===== config.mk =====
export PLATFORM = sky130hd
export DESIGN_NAME = seg_scan_driver
export DESIGN_NICKNAME = d
export VERILOG_FILES = /design/src/rtl/seg_scan_driver.sv
export SDC_FILE = /design/constraint.sdc
export NUM_CORES = 1
export LEC_CHECK = 0
export CORE_UTILIZATION = 40
export DETAILED_ROUTE_END_ITERATION = 10
export GPL_TIMING_DRIVEN = 0
export PLACE_DENSITY = 0.68
export SLEW_MARGIN = 20
export SYNTH_ARGS = -nofsm -noshare
export SYNTH_HDL_FRONTEND = slang
export SYNTH_SLANG_ARGS = --single-unit

===== constraint.sdc =====
create_clock -name clk -period 3.8 [get_ports clk]
set_input_delay 0.38 -clock clk [delete_from_list [all_inputs] [get_ports clk]]
set_output_delay 0.38 -clock clk [all_outputs]
set_load 0.02 [all_outputs]

===== src/rtl/seg_scan_driver.sv =====
// Time-multiplexed common-anode 7-segment scanner with double-buffered load, hex/BCD decode, LZ blanking.
// Latency: outputs registered one cycle after the state they reflect; load becomes visible at next frame commit.
// Backpressure: none; load is always accepted, last load before a commit wins.
module seg_scan_driver #(
    parameter int DIGITS    = 4,
    parameter int SCAN_DIV  = 50000,
    parameter int BLANK_CYC = 500
) (
    input  logic                                   clk,
    input  logic                                   rst_n,
    input  logic                                   en,
    input  logic                                   load,
    input  logic [4*DIGITS-1:0]                    value,
    input  logic [DIGITS-1:0]                      dp_in,
    input  logic                                   hex_mode,
    input  logic                                   lz_blank,
    output logic [6:0]                             seg_n,
    output logic                                   dp_n,
    output logic [DIGITS-1:0]                      an_n,
    output logic [((DIGITS>1)?$clog2(DIGITS):1)-1:0] digit_idx,
    output logic                                   frame_start,
    output logic                                   bcd_err
);
    localparam int IW = (DIGITS > 1) ? $clog2(DIGITS) : 1;
    localparam int CW = $clog2(SCAN_DIV);
    localparam logic [CW-1:0] SLOT_LAST = CW'(SCAN_DIV - 1);
    localparam logic [CW-1:0] BLANK_V   = CW'(BLANK_CYC);
    localparam logic [IW-1:0] IDX_LAST  = IW'(DIGITS - 1);

    logic [CW-1:0]         slot_cnt, slot_nxt;
    logic [IW-1:0]         idx_nxt;
    logic [4*DIGITS-1:0]   act_val, act_nxt, pend_val;
    logic [DIGITS-1:0]     act_dp, adp_nxt, pend_dp;
    logic                  pend, commit;
    logic [3:0]            nib;
    logic                  dp_bit, upper_nz, any_bad;
    logic [6:0]            seg_nxt;
    logic [DIGITS-1:0]     an_nxt;

    function automatic logic [6:0] hex7(input logic [3:0] n);
        case (n)
            4'h0: hex7 = 7'h40; 4'h1: hex7 = 7'h79; 4'h2: hex7 = 7'h24; 4'h3: hex7 = 7'h30;
            4'h4: hex7 = 7'h19; 4'h5: hex7 = 7'h12; 4'h6: hex7 = 7'h02; 4'h7: hex7 = 7'h78;
            4'h8: hex7 = 7'h00; 4'h9: hex7 = 7'h18; 4'hA: hex7 = 7'h08; 4'hB: hex7 = 7'h03;
            4'hC: hex7 = 7'h46; 4'hD: hex7 = 7'h21; 4'hE: hex7 = 7'h06; default: hex7 = 7'h0E;
        endcase
    endfunction

    always_comb begin
        slot_nxt = slot_cnt;
        idx_nxt  = digit_idx;
        commit   = 1'b0;
        if (en) begin
            if (slot_cnt == SLOT_LAST) begin
                slot_nxt = '0;
                if (digit_idx == IDX_LAST) begin
                    idx_nxt = '0;
                    commit  = 1'b1;
                end else begin
                    idx_nxt = digit_idx + 1'b1;
                end
            end else begin
                slot_nxt = slot_cnt + 1'b1;
            end
        end

        // A load coinciding with the commit bypasses the pending buffer.
        act_nxt = act_val;
        adp_nxt = act_dp;
        if (commit && load) begin
            act_nxt = value;
            adp_nxt = dp_in;
        end else if (commit && pend) begin
            act_nxt = pend_val;
            adp_nxt = pend_dp;
        end

        nib      = 4'd0;
        dp_bit   = 1'b0;
        upper_nz = 1'b0;
        any_bad  = 1'b0;
        for (int j = 0; j < DIGITS; j++) begin
            if (IW'(j) == idx_nxt) begin
                nib    = act_nxt[4*j +: 4];
                dp_bit = adp_nxt[j];
            end
            if (j >= int'(idx_nxt) && act_nxt[4*j +: 4] != 4'd0)
                upper_nz = 1'b1;
            if (act_nxt[4*j +: 4] > 4'd9)
                any_bad = 1'b1;
            an_nxt[j] = !(en && slot_nxt >= BLANK_V && IW'(j) == idx_nxt);
        end

        seg_nxt = 7'h7F;
        if (en) begin
            if (lz_blank && idx_nxt != '0 && !upper_nz)
                seg_nxt = 7'h7F;
            else if (!hex_mode && nib > 4'd9)
                seg_nxt = 7'h3F;
            else
                seg_nxt = hex7(nib);
        end
    end

    always_ff @(posedge clk) begin
        if (!rst_n) begin
            slot_cnt    <= '0;
            digit_idx   <= '0;
            act_val     <= '0;
            act_dp      <= '0;
            pend_val    <= '0;
            pend_dp     <= '0;
            pend        <= 1'b0;
            an_n        <= '1;
            seg_n       <= 7'h7F;
            dp_n        <= 1'b1;
            frame_start <= 1'b0;
            bcd_err     <= 1'b0;
        end else begin
            slot_cnt    <= slot_nxt;
            digit_idx   <= idx_nxt;
            act_val     <= act_nxt;
            act_dp      <= adp_nxt;
            if (load) begin
                pend_val <= value;
                pend_dp  <= dp_in;
            end
            if (commit)
                pend <= 1'b0;
            else if (load)
                pend <= 1'b1;
            an_n        <= an_nxt;
            seg_n       <= seg_nxt;
            dp_n        <= !(en && dp_bit);
            frame_start <= commit;
            bcd_err     <= !hex_mode && any_bad;
        end
    end
endmodule


==> impl_metrics.tcl, run 1 <==
set metrics [dict create \
    initial_core_util_pct 41.0 \
    cts_buffers 9 \
    globalplace.congestion 0.848 \
    switching_share_pct 23.6 \
    ys.flop_type "dfxtp_1" \
    combPwrFrac_pct 7.4 \
    cts_tree "yes" \
    ys_warn_count 0 \
    critical_path_class "flop to flop" \
    die_height_um 99.1 \
    hp-class "input port to flop" \
    boundaryPins 42 \
    yosysSeqAreaShare_pct 38.7 \
    pwr-share-seq_pct 52.4 \
    area_growth_pct 22.3 \
    required_ns 4.02 \
    ant_nets 0 \
    clock_path_buffers 2 \
    rsz0062_at_grt "false" \
    drtIter0Drc 145 \
    avgSynthCellArea_um2 8.57 \
    die_x_um 99.1 \
    wire_per_inst_um 16.0 \
    rr_worst_depth 15 \
    busiest_layer "met2" \
    io_buffers 40 \
    vdd_drop_max_mv 0.145 \
    num_rows 35 \
    period_share_pct 93.8 \
    clk_latency_ns 0.35 \
    grtUsageMet2_pct 35.6 \
    syn-num-nets 473 \
    cp-startpoint "digit_idx[0]" \
    r2r_end "seg_n[3]" \
    grt_pass1_wl_um 15800 \
    synth_top_area_share_pct 38.7 \
    grt_max_degree 12 \
    synth.area.top_cells "dfxtp_1, mux2i_1, nor2_1" \
    drc 0 \
    drt_pre_antenna_iters 5 \
    use_met1_pct 25.6 \
    start_kind "flop" \
    grt_pass1_vias 3273 \
    cap_violations 0 \
    path_clk_slew_ns 0.07 \
    nFillCells 882 \
    syn-instance-count 440 \
    synth_cell_type_count 63 \
    yosysMostFrequentCell "dfxtp_1" \
    cts-htree-levels 3 \
    final_cells 612 \
    fin_skew_ns 0.0103 \
    crit-reg2reg-launch "digit_idx[0]" \
    dpl.hpwl_um 7050 \
    n_antenna_cell 0 \
    grt_util_all_layers_pct 20.5 \
    synth_seq_cells 73 \
    endpoint_kind "flop" \
    die_area_um2 9820 \
    fmax_mhz 280 \
    finalWirelength_um 9810 \
    p_sw_uw 357 \
    worstHoldPathCells 3 \
    drv_slew 0 \
    antenna_found_initial 0 \
    hold_buffers 0 \
    power.density_nw_per_um2 328 \
    synth_edf_count 0 \
    synth_async_sr_flop_share_pct 0 \
    p_leak_nw 1.76 \
    synthTopCellsByCount "dfxtp_1, nor2_1, nand2_1, mux2i_1, nand3_1" \
    drive_gt1_share_pct 12.2 \
    yosysTopAreaCell "dfxtp_1" \
    finalSetupViolCount 0 \
    overflow 0 \
    synth_area_um2 3770 \
    p_clk_share_pct 40.2 \
    hold_end "slot_cnt[0]" \
    arrival_ns 3.78 \
    dp_cells 591 \
    final_hold_viol_count 0 \
    routed_via_density 5.65 \
    nets 529 \
    use_met3_pct 3.65 \
    clock-sinks 73 \
    hp-start "en" \
    fin_setup_tns_ns 0 \
    num_vias 3460 \
    fin_crit_ns 3.57 \
    worst_slew_pin_slew_ns 0.867 \
    rrSetupSlack_ns 0.23 \
    outcome "complete, no violations" \
    maxSlewHeadroom_pct 42.2 \
    clock-root-buffer "clkbuf_8" \
    p_int_mw 1.16 \
    critPathMaxFanout 6 \
    core_um2 9200 \
]
## critical path, stage by stage, from the launching register on
cell      delay (ns)
dfxtp_1         0.47
ha_2            0.30
inv_1           0.07
or4_1           0.53
clkbuf_1        0.23
nor2_4          0.22
a32oi_1         0.12
nand2_1         0.15
o22ai_1         0.12
a211oi_2        0.21
buf_4           0.17
inv_1           0.07
ha_1            0.34
mux2i_1         0.14
o22ai_1         0.19
o21ai_1         0.09
## cells by family after synthesis
kind of cell | Yosys count | synth area share (%)
simple gates | 197 | 26.3
fa+ha+maj | 7 | 2.32
mux | 29 | 7.99
buf+inv | 43 | 5.04
flops | 73 | 38.7
xor+xnor | 15 | 3.48
compound gates | 76 | 16.1
## through the flow
| step | power (mW) | instance area [um2] | setup WS [ns] | hold slack, ns | utilization, % |
|---|---|---|---|---|---|
| floorplan | 0.866 | 3770 | 0.315 | 0.459 | - |
| CTS | 1.52 | 4530 | 0.0116 | 0.369 | 49.3 |
| global placement | 0.919 | 4310 | -0.247 | 0.475 | 46.9 |
| finish | 1.51 | 4610 | 0.234 | 0.394 | 50.2 |
| detailed placement | 0.922 | 4310 | -0.269 | 0.486 | 46.9 |
| global route | 1.57 | 4610 | 0.000733 | 0.427 | 50.2 |
## layer usage
metal	part of all wire (%)	wire length, um	vias up
li1	-	-	1680
met5	0	0	-
met3	5.2	512	21
met2	48	4720	98
met1	44	4330	1661
met4	2.5	243	0
## worst max path at each step
stage | to | cells after the start
finish | seg_n[3] | 15
global route | seg_n[3] | 15
CTS | seg_n[3] | 14
detailed placement | seg_n[3] | 14
global placement | seg_n[3] | 14
floorplan | seg_n[3] | 14
## what timing repair did
item,4_1_cts,5_1_grt
pin swaps,1,3
setup endpoints to repair,6,7
setup buffers,3,2
gates resized for setup,3,13
## registers in the layout, summed over array words and instances, names as in the netlist, 2 cells and up
register / cells
act_val: 16
pend_val: 16
slot_cnt: 16
seg_n: 7
act_dp: 4
an_n: 4
pend_dp: 4
digit_idx: 2
## power by group through the flow
stage               clock (mW)  combinational (mW)  sequential [mW]
global route             0.651               0.122            0.795
global placement             0               0.109            0.810
detailed placement           0               0.111            0.811
finish                   0.608               0.112            0.793
floorplan                    0              0.0529            0.813
CTS                      0.618               0.111            0.793
## final cells by class
type / instances / area [um2] / area share, %
flip-flops and latches: 73 / 1460 / 31.7
clock inverters: 3 / 40.0 / 0.868
multi-input cells: 324 / 2190 / 47.6
inverters: 18 / 67.6 / 1.46
plain buffers: 25 / 125 / 2.71
clock buffers: 13 / 149 / 3.23
well taps: 111 / 139 / 3.01
repair buffers: 45 / 438 / 9.49
## layout by cell type (no fill, tap or decap), drive strengths merged, types with 6 or more instances in the layout
cell type / Yosys / layout
buf: 11 / 17
nor2: 63 / 63
o221ai: 8 / 8
dfxtp: 73 / 73
nor4: 6 / 6
o21ai: 11 / 11
xor2: 8 / 8
mux2i: 26 / 26
a221oi: 7 / 7
and2: 12 / 12
clkbuf: 14 / 26
nand2: 46 / 46
xnor2: 7 / 7
o22ai: 6 / 6
clkdlybuf4s50: 0 / 40
ha: 7 / 7
inv: 17 / 17
nor3: 17 / 17
nand3: 22 / 22
a21oi: 11 / 11
Note: power is estimated with default switching activity, not from simulation.
==> run 2, diff against run 1 <==
--- a/config.mk
+++ b/config.mk
@@ -5,11 +5,11 @@
 export SDC_FILE = /design/constraint.sdc
 export NUM_CORES = 1
 export LEC_CHECK = 0
+export CORE_ASPECT_RATIO = 1.5
 export CORE_UTILIZATION = 40
 export DETAILED_ROUTE_END_ITERATION = 10
 export GPL_TIMING_DRIVEN = 0
 export PLACE_DENSITY = 0.68
-export SLEW_MARGIN = 20
 export SYNTH_ARGS = -nofsm -noshare
 export SYNTH_HDL_FRONTEND = slang
 export SYNTH_SLANG_ARGS = --single-unit
==> run 2 against run 1 <==
Net effect: the flow now finishes with violations (DRC); sequential share of layout area down 0.44 points; count of clock-buffer cells in the layout down 2; utilization up 0.69 points; sequential cell count unchanged; final cell count down 0.49%; maximum frequency down 1.8%; first-iteration DRC count up 41%; global-route usage up 1.2 points; cell area up 1.4%; critical path depth unchanged; worst setup slack worse by 0.064 ns.
==> impl_metrics.tcl, run 2 (synthesized netlist as in run 1, its figures left out) <==
set metrics [dict create \
    finalWirelength_um 9750 \
    grt_max_degree 14 \
    cap_violations 0 \
    final_hold_viol_count 0 \
    antenna_found_initial 0 \
    drive_gt1_share_pct 11.7 \
    nets 525 \
    drc 2 \
    arrival_ns 3.84 \
    clk_latency_ns 0.34 \
    clock_path_buffers 2 \
    overflow 0 \
    critPathMaxFanout 9 \
    hp-start "en" \
    routed_via_density 5.62 \
    critical_path_class "flop to flop" \
    outcome "finished with violations" \
    drv_slew 0 \
    globalplace.congestion 0.872 \
    worst_slew_pin_slew_ns 0.855 \
    fin_crit_ns 3.63 \
    final_common_cell "dfxtp_1" \
    p_leak_nw 1.77 \
    grt_pass1_wl_um 16300 \
    endpoint_kind "flop" \
    num_rows 43 \
    dpl.hpwl_um 7240 \
    fin_skew_ns 0.00556 \
    top_regs "act_val (16), pend_val (16), slot_cnt (16)" \
    cts_tree "yes" \
    path_clk_slew_ns 0.06 \
    initial_core_util_pct 41.0 \
    start_kind "flop" \
    finalPower_mw 1.81 \
    grt_util_all_layers_pct 21.6 \
    fmax_mhz 275 \
    drtIter0Drc 204 \
    period_share_pct 95.5 \
    boundaryPins 42 \
    hp-class "input port to flop" \
    num_vias 3420 \
    die_area_um2 9830 \
    die_x_um 81.3 \
    register_area_um2 1460 \
    finalSetupViolCount 0 \
    violations "DRC" \
    die_height_um 121 \
    core_um2 9200 \
    wire_per_inst_um 16.0 \
    nFillCells 873 \
    hold_slack_ns 0.397 \
    rr_worst_depth 15 \
    crit-reg2reg-launch "slot_cnt[0]" \
    vdd_drop_max_mv 0.235 \
    n_antenna_cell 0 \
    io_buffers 40 \
    worstHoldPathCells 3 \
    cp-startpoint "slot_cnt[0]" \
    area_growth_pct 24.0 \
    grt_pass1_vias 3438 \
    cts_buffers 9 \
    power.density_nw_per_um2 387 \
    stdcell_area_um2 4680 \
    required_ns 4.01 \
    multiInputGateArea_um2 2160 \
    maxSlewHeadroom_pct 42.5 \
    most-common-layout-cells "dfxtp_1, nor2_1, nand2_1" \
    placed_area_um2 4310 \
    drt_pre_antenna_iters 8 \
    cts-htree-levels 3 \
    clock-root-buffer "clkbuf_16" \
    clock-sinks 73 \
    ant_nets 0 \
]
[run 2: cell count changes in the layout (fill, tap and decap cells not counted), sizes merged]
cell      before  now
buf           17   12
bufinv         1    2
clkbuf        26   25
clkinvlp       0    2
clkinv         3    2
[run 2: path summary, 6_finish.rpt]
path / end / slack [ns]
max: seg_n[3] / 0.17
min: slot_cnt[0] / 0.40
max reg2reg: seg_n[3] / 0.17
min reg2reg: pend_val[6] / 0.50
[run 2: stage by stage]
stage               setup TNS [ns]  util, %  cells  setup WS [ns]
floorplan                        0        -    440          0.315
global placement            -0.713     46.9    592         -0.158
detailed placement           -1.17     46.9    592         -0.279
CTS                              0     50.5    608         0.0210
global route               -0.0299     50.9    609        -0.0299
finish                           0     50.9    609          0.170
[run 2: metal layers]
| metal | up-vias | share of wire, % | global-route usage (%) | wire length [um] |
|---|---|---|---|---|
| li1 | 1679 | - | - | - |
| met1 | 1627 | 40 | 23.4 | 3870 |
| met2 | 88 | 53 | 39.2 | 5210 |
| met3 | 26 | 3.5 | 3.83 | 337 |
| met4 | 0 | 3.4 | 10.3 | 327 |
| met5 | - | 0 | 0 | 0 |
[run 2: power by group]
part	leakage [nW]	internal, mW	switching [mW]
Clock	0.146	0.574	0.332
Sequential	0.595	0.785	0.0101
Combinational	1.03	0.0532	0.0586
[run 2: layout make-up]
type	instances	share of cell area [%]
clock buffers	11	4.97
multi-input cells	324	46.2
plain buffers	24	2.57
inverters	18	1.44
flip-flops and latches	73	31.2
well taps	112	2.99
repair buffers	42	8.88
clock inverters	5	1.71
[run 2: worst max-delay path, stage by stage (launching register included)]
cell	delay, ns
dfxtp_1	0.37
ha_1	0.23
nand4_2	0.26
or3_1	0.44
clkbuf_1	0.22
nor2_4	0.28
a32oi_1	0.16
nand2_1	0.18
o22ai_1	0.12
a211oi_2	0.20
buf_4	0.16
inv_1	0.07
ha_1	0.35
mux2i_1	0.15
o22ai_1	0.24
o21ai_1	0.08
[run 2: repair_timing]
item / 4_1_cts / 5_1_grt
hold buffers: 0 / 0
setup endpoints to repair: 6 / 6
resized for setup: 4 / 7
pin swaps: 1 / 1
buffers inserted: 1 / 1
